$ cat src/rtl/fetch_stage.sv
// IF stage with IF/ID pipeline register: owns the PC, fetches over an addr_ok/data_ok
// instruction bus with one request outstanding, and parks one word while ID is stalled.
module fetch_stage #(
  parameter logic [31:0] RESET_PC = 32'hBFC0_0000
) (
  input  logic        clk,
  input  logic        resetn,
  input  logic        stall_d,
  input  logic        flush_d,
  input  logic        redirect_valid,
  input  logic [31:0] redirect_pc,
  output logic        inst_req,
  output logic [31:0] inst_addr,
  input  logic        inst_addr_ok,
  input  logic        inst_data_ok,
  input  logic [31:0] inst_rdata,
  output logic [31:0] instr_d,
  output logic [31:0] pc_d,
  output logic        valid_d
);

  typedef enum logic [1:0] {
    S_IDLE,
    S_REQ,
    S_WAIT,
    S_FULL
  } state_t;

  state_t      state_q, state_d;
  logic [31:0] fetch_pc_q, fetch_pc_d;
  logic [31:0] req_pc_q, req_pc_d;
  logic        discard_q, discard_d;
  logic [31:0] buf_pc_q, buf_pc_d;
  logic [31:0] buf_instr_q, buf_instr_d;
  logic        inst_req_q, inst_req_d;
  logic [31:0] id_instr_q, id_instr_d;
  logic [31:0] id_pc_q, id_pc_d;
  logic        id_valid_q, id_valid_d;

  logic        advance;
  logic        id_load;
  logic [31:0] load_instr;
  logic [31:0] load_pc;
  logic [31:0] redirect_target;

  assign advance         = !stall_d && !flush_d;
  assign redirect_target = redirect_pc & ~32'h3;

  always_comb begin
    state_d     = state_q;
    fetch_pc_d  = fetch_pc_q;
    req_pc_d    = req_pc_q;
    discard_d   = discard_q;
    buf_pc_d    = buf_pc_q;
    buf_instr_d = buf_instr_q;
    id_load     = 1'b0;
    load_instr  = inst_rdata;
    load_pc     = req_pc_q;

    case (state_q)
      S_IDLE: begin
        state_d = S_REQ;
      end
      S_REQ: begin
        if (inst_addr_ok) begin
          req_pc_d   = fetch_pc_q;
          fetch_pc_d = fetch_pc_q + 32'd4;
          state_d    = S_WAIT;
          // A redirect in the accept cycle makes the accepted request stale.
          if (redirect_valid) begin
            discard_d = 1'b1;
          end
        end
      end
      S_WAIT: begin
        if (inst_data_ok) begin
          state_d = S_REQ;
          if (discard_q || redirect_valid) begin
            discard_d = 1'b0;
          end else if (advance) begin
            id_load = 1'b1;
          end else begin
            buf_pc_d    = req_pc_q;
            buf_instr_d = inst_rdata;
            state_d     = S_FULL;
          end
        end else if (redirect_valid) begin
          discard_d = 1'b1;
        end
      end
      S_FULL: begin
        if (redirect_valid) begin
          state_d = S_REQ;
        end else if (advance) begin
          id_load    = 1'b1;
          load_instr = buf_instr_q;
          load_pc    = buf_pc_q;
          state_d    = S_REQ;
        end
      end
      default: begin
        state_d = S_IDLE;
      end
    endcase

    if (redirect_valid) begin
      fetch_pc_d = redirect_target;
    end
  end

  // IF/ID register: flush beats stall, an unstalled cycle without a load is a bubble.
  always_comb begin
    id_instr_d = id_instr_q;
    id_pc_d    = id_pc_q;
    id_valid_d = id_valid_q;
    if (flush_d) begin
      id_valid_d = 1'b0;
      id_instr_d = 32'h0;
    end else if (id_load) begin
      id_valid_d = 1'b1;
      id_instr_d = load_instr;
      id_pc_d    = load_pc;
    end else if (!stall_d) begin
      id_valid_d = 1'b0;
      id_instr_d = 32'h0;
    end
  end

  assign inst_req_d = (state_d == S_REQ);

  always_ff @(posedge clk or negedge resetn) begin
    if (!resetn) begin
      state_q     <= S_IDLE;
      fetch_pc_q  <= RESET_PC;
      req_pc_q    <= 32'h0;
      discard_q   <= 1'b0;
      buf_pc_q    <= 32'h0;
      buf_instr_q <= 32'h0;
      inst_req_q  <= 1'b0;
      id_instr_q  <= 32'h0;
      id_pc_q     <= 32'h0;
      id_valid_q  <= 1'b0;
    end else begin
      state_q     <= state_d;
      fetch_pc_q  <= fetch_pc_d;
      req_pc_q    <= req_pc_d;
      discard_q   <= discard_d;
      buf_pc_q    <= buf_pc_d;
      buf_instr_q <= buf_instr_d;
      inst_req_q  <= inst_req_d;
      id_instr_q  <= id_instr_d;
      id_pc_q     <= id_pc_d;
      id_valid_q  <= id_valid_d;
    end
  end

  assign inst_req  = inst_req_q;
  assign inst_addr = fetch_pc_q;
  assign instr_d   = id_instr_q;
  assign pc_d      = id_pc_q;
  assign valid_d   = id_valid_q;

endmodule
$ cat config.mk
export PLATFORM = sky130hd
export DESIGN_NAME = fetch_stage
export DESIGN_NICKNAME = d
export VERILOG_FILES = /design/src/rtl/fetch_stage.sv
export SDC_FILE = /design/constraint.sdc
export NUM_CORES = 1
export LEC_CHECK = 0
export CORE_MARGIN = 8
export CORE_UTILIZATION = 47
export DETAILED_ROUTE_END_ITERATION = 10
export PLACE_DENSITY_LB_ADDON = 0.05
export SLEW_MARGIN = 20
export SYNTH_ARGS = -nofsm -noshare
export SYNTH_HDL_FRONTEND = slang
export SYNTH_SLANG_ARGS = --single-unit
$ cat constraint.sdc
create_clock -name clk -period 2.25 [get_ports clk]
set_clock_uncertainty 0.05 [all_clocks]
set_input_delay 0.3375 -clock clk [delete_from_list [all_inputs] [get_ports clk]]
set_output_delay 0.3375 -clock clk [all_outputs]
set_load 0.02 [all_outputs]
==> results.py <==
metrics = {
    "placed_design": {
        "placed_cell_area_mm2": 0.0106,
        "hpwl_mm": 14.7,
        "port_buffers": 164,
        "place_congestion": 0.799,
    },
    "floorplan": {
        "ios": 169,
        "design.die.area_mm2": 0.0226,
        "rows": 49,
        "die_y_um": 150,
        "initial_utilization_pct": 47.4,
        "core_mm2": 0.0178,
        "die_w_um": 150,
    },
    "yosys": {
        "ys_seq_area_share_pct": 57.2,
        "syn_area_per_cell_um2": 11.7,
        "synthMuxAreaShare_pct": 19.2,
        "synth_top_family_by_area": "multiplexers",
        "netlist_area_mm2": 0.00846,
        "async_reset_ff_share_pct": 100,
        "synth_top_flop_cell": "dfrtp_1",
        "synth_fa_ha_area_share_pct": 0.887,
        "synth_compound_gate_area_share_pct": 8.37,
        "synth_enable_flop_cells": 0,
        "ys_warn_count": 0,
        "synth-seq-cells": 193,
        "ys_types": 50,
        "synth_xor_area_share_pct": 1.04,
        "synth-simple-area-share_pct": 10.5,
        "synthesis.instances": 721,
    },
    "timing": {
        "drv_slew": 0,
        "fin_crit_sh_pct": 98.2,
        "hold_viol": 0,
        "max_freq_ghz": 0.453,
        "maxSlewHeadroom_pct": 62.9,
        "setup_viol_count_final": 0,
        "fin_tns_setup_ps": 0,
        "min_period_ps": 2210,
        "worst_pin_slew_ps": 556,
    },
    "global_route": {
        "antenna_found_initial": 0,
        "grt_pass1_wl_mm": 33.8,
        "grt_use_total_pct": 18.7,
        "grt_overflow": 0,
        "grt_pass1_vias": 6542,
        "grt_max_degree": 55,
    },
    "detailed_routing": {
        "first_iter_violations": 279,
        "routedWlPerCell_um": 18.1,
        "drcViolationCount": 0,
        "ant_nets": 0,
        "routed-via-count": 6183,
        "viasPerCell": 5.39,
        "drt-pass1-iter-count": 4,
        "drt_wl_total_mm": 20.8,
    },
    "pwr": {
        "switching_power_mw": 3.27,
        "p_comb_share_pct": 26.1,
        "p_leak_nw": 4.81,
        "total_power_mw": 10.7,
        "clkPwrFrac_pct": 29.3,
        "p_seq_share_pct": 44.6,
        "p_sw_share_pct": 30.6,
        "p_per_area_mw_per_mm2": 945,
        "p_int_mw": 7.43,
        "peakVddDrop_mv": 0.590,
    },
    "layout": {
        "fillers": 1351,
        "layout-drive-gt1-share_pct": 21.0,
        "finalNetCount": 983,
        "final_util_pct": 63.5,
        "antenna_cells": 0,
        "syn2layout_area_growth_pct": 33.8,
        "final_area_mm2": 0.0113,
    },
    "min_path": {
        "hp-class": "in2async",
    },
    "clocking": {
        "clk_latency_ps": 430,
        "clk_pin_slew_ps": 70,
        "h-tree-depth": 4,
        "clockRootBuffer": "clkbuf_16",
        "cts_sinks": 193,
        "clk_path_buf_depth": 2,
        "cts_tree": "yes",
        "cts_buffers": 17,
    },
    "critical_path": {
        "cp.arrival_ps": 2500,
        "cp_num_buf_inv": 2,
        "crit_type": "reg2reg",
        "cp-end-kind": "register",
        "critPathLaunchType": "register",
        "max_stage_delay_ps": 520,
        "crit_family": "simple AND/OR/NAND/NOR gates",
        "crit_path_top_delay_cell": "or4_4",
        "critPathMaxFanout": 7,
        "path_cells": "inv_2 > ha_4 > nand3_2 > or4_4 > buf_6 > or4_1 > a31oi_1",
        "worstPathRequired_ps": 2540,
    },
    "run": {
        "drv_cap": 0,
    },
    "status": {
        "status": "finished, final reports clean",
    },
}
-- Yosys cell counts, types with 9 or more instances --
cell / instances / area (µm²)
xnor2_1: 9 / 78.8
clkbuf_1: 34 / 128
mux2_2: 88 / 991
nand2_1: 90 / 338
nand3_1: 11 / 55.1
o31ai_1: 14 / 105
dfrtp_1: 184 / 4600
nor2_1: 25 / 93.8
dfstp_2: 9 / 236
a31oi_1: 17 / 106
or4_1: 16 / 120
o21ai_0: 80 / 400
mux2i_1: 63 / 631
-- cell type report --
type	count	area, µm²	share of cell area (%)
clock buffers	17	425	3.76
well taps	229	287	2.53
flip-flops and latches	193	4840	42.8
inverters	9	33.8	0.298
clock inverters	15	189	1.67
multi-input cells	473	3420	30.2
repair buffers	212	2130	18.8
-- cell families after synthesis --
kind of cell               after synthesis
AOI/OAI and AO/OA                      123
xor gates and xnor gates                10
adders and majority gates                6
buffers and inverters                   56
DFF                                    193
muxes                                  151
other                                    1
and+or+nand+nor                        181
-- registers in the layout, indices dropped and copies added, names as in the netlist --
name and flops:
valid_d 1, discard_q 1, instr_d 32, inst_addr 30, pc_d 32, buf_instr_q 32
state_q 2, req_pc_q 30, inst_req 1, buf_pc_q 32
-- metrics by stage --
step	hold WS, ps	std cells	setup WS [ps]
after floorplan	-8.09	722	31.5
final	373	1148	41.2
after global placement	279	1112	-199
after detailed placement	287	1112	-257
after global routing	396	1148	-4.76
after CTS	382	1145	20.8
-- placed cells by master, fill, tap and decap left out, types with 9 or more instances in the layout --
cell,count
a31oi_1,17
buf_12,9
buf_4,35
clkbuf_16,17
clkdlybuf4s50_1,163
dfrtp_1,184
dfstp_2,9
mux2_2,88
mux2i_1,63
nand2_1,90
nand3_1,11
nor2_1,25
o21ai_0,80
o31ai_1,14
or4_1,14
xnor2_1,9
-- power by group through the flow --
| stage | combinational [mW] | sequential (mW) | clock (mW) |
|---|---|---|---|
| floorplan | 1.22 | 5.04 | 0 |
| CTS | 2.82 | 4.78 | 3.22 |
| global placement | 2.71 | 4.78 | 0 |
| global route | 3.05 | 4.88 | 3.35 |
| detailed placement | 2.79 | 4.84 | 0 |
| finish | 2.79 | 4.78 | 3.13 |
-- what timing repair did --
| action | 4_1_cts | 5_1_grt |
|---|---|---|
| hold endpoints to repair | 50 | 0 |
| setup buffers | 0 | 2 |
| gates cloned | 0 | 1 |
| pin swaps | 1 | 2 |
| setup endpoints to repair | 8 | 36 |
| gates resized for setup | 2 | 5 |
| hold buffers | 1 | 0 |
-- worst paths after layout --
check / slack, ps / startpoint / depth (start not counted) / end
worst max-delay path: 40 / state_q[1]$_DFF_PN0_ / 7 / inst_addr[25]$_DFFE_PN1N_
worst min-delay path: 370 / resetn / 2 / instr_d[29]$_DFFE_PN0P_
worst max register to register: 40 / state_q[1]$_DFF_PN0_ / 7 / inst_addr[25]$_DFFE_PN1N_
worst min register to register: 430 / pc_d[2]$_DFFE_PN0P_ / 2 / pc_d[2]$_DFFE_PN0P_
max in group asynchronous: 1010 / resetn / 3 / instr_d[21]$_DFFE_PN0P_
min in group clk: 400 / redirect_pc[29] / 3 / inst_addr[29]$_DFFE_PN1N_
-- layer usage --
metal	routed length, µm	vias up	global-route usage, %
li1	-	2934	-
met4	297	0	6.30
met2	9620	198	29.5
met5	0	-	0
met3	1260	22	3.73
met1	9580	3029	25.5
Note: power is estimated with default switching activity, not from simulation.
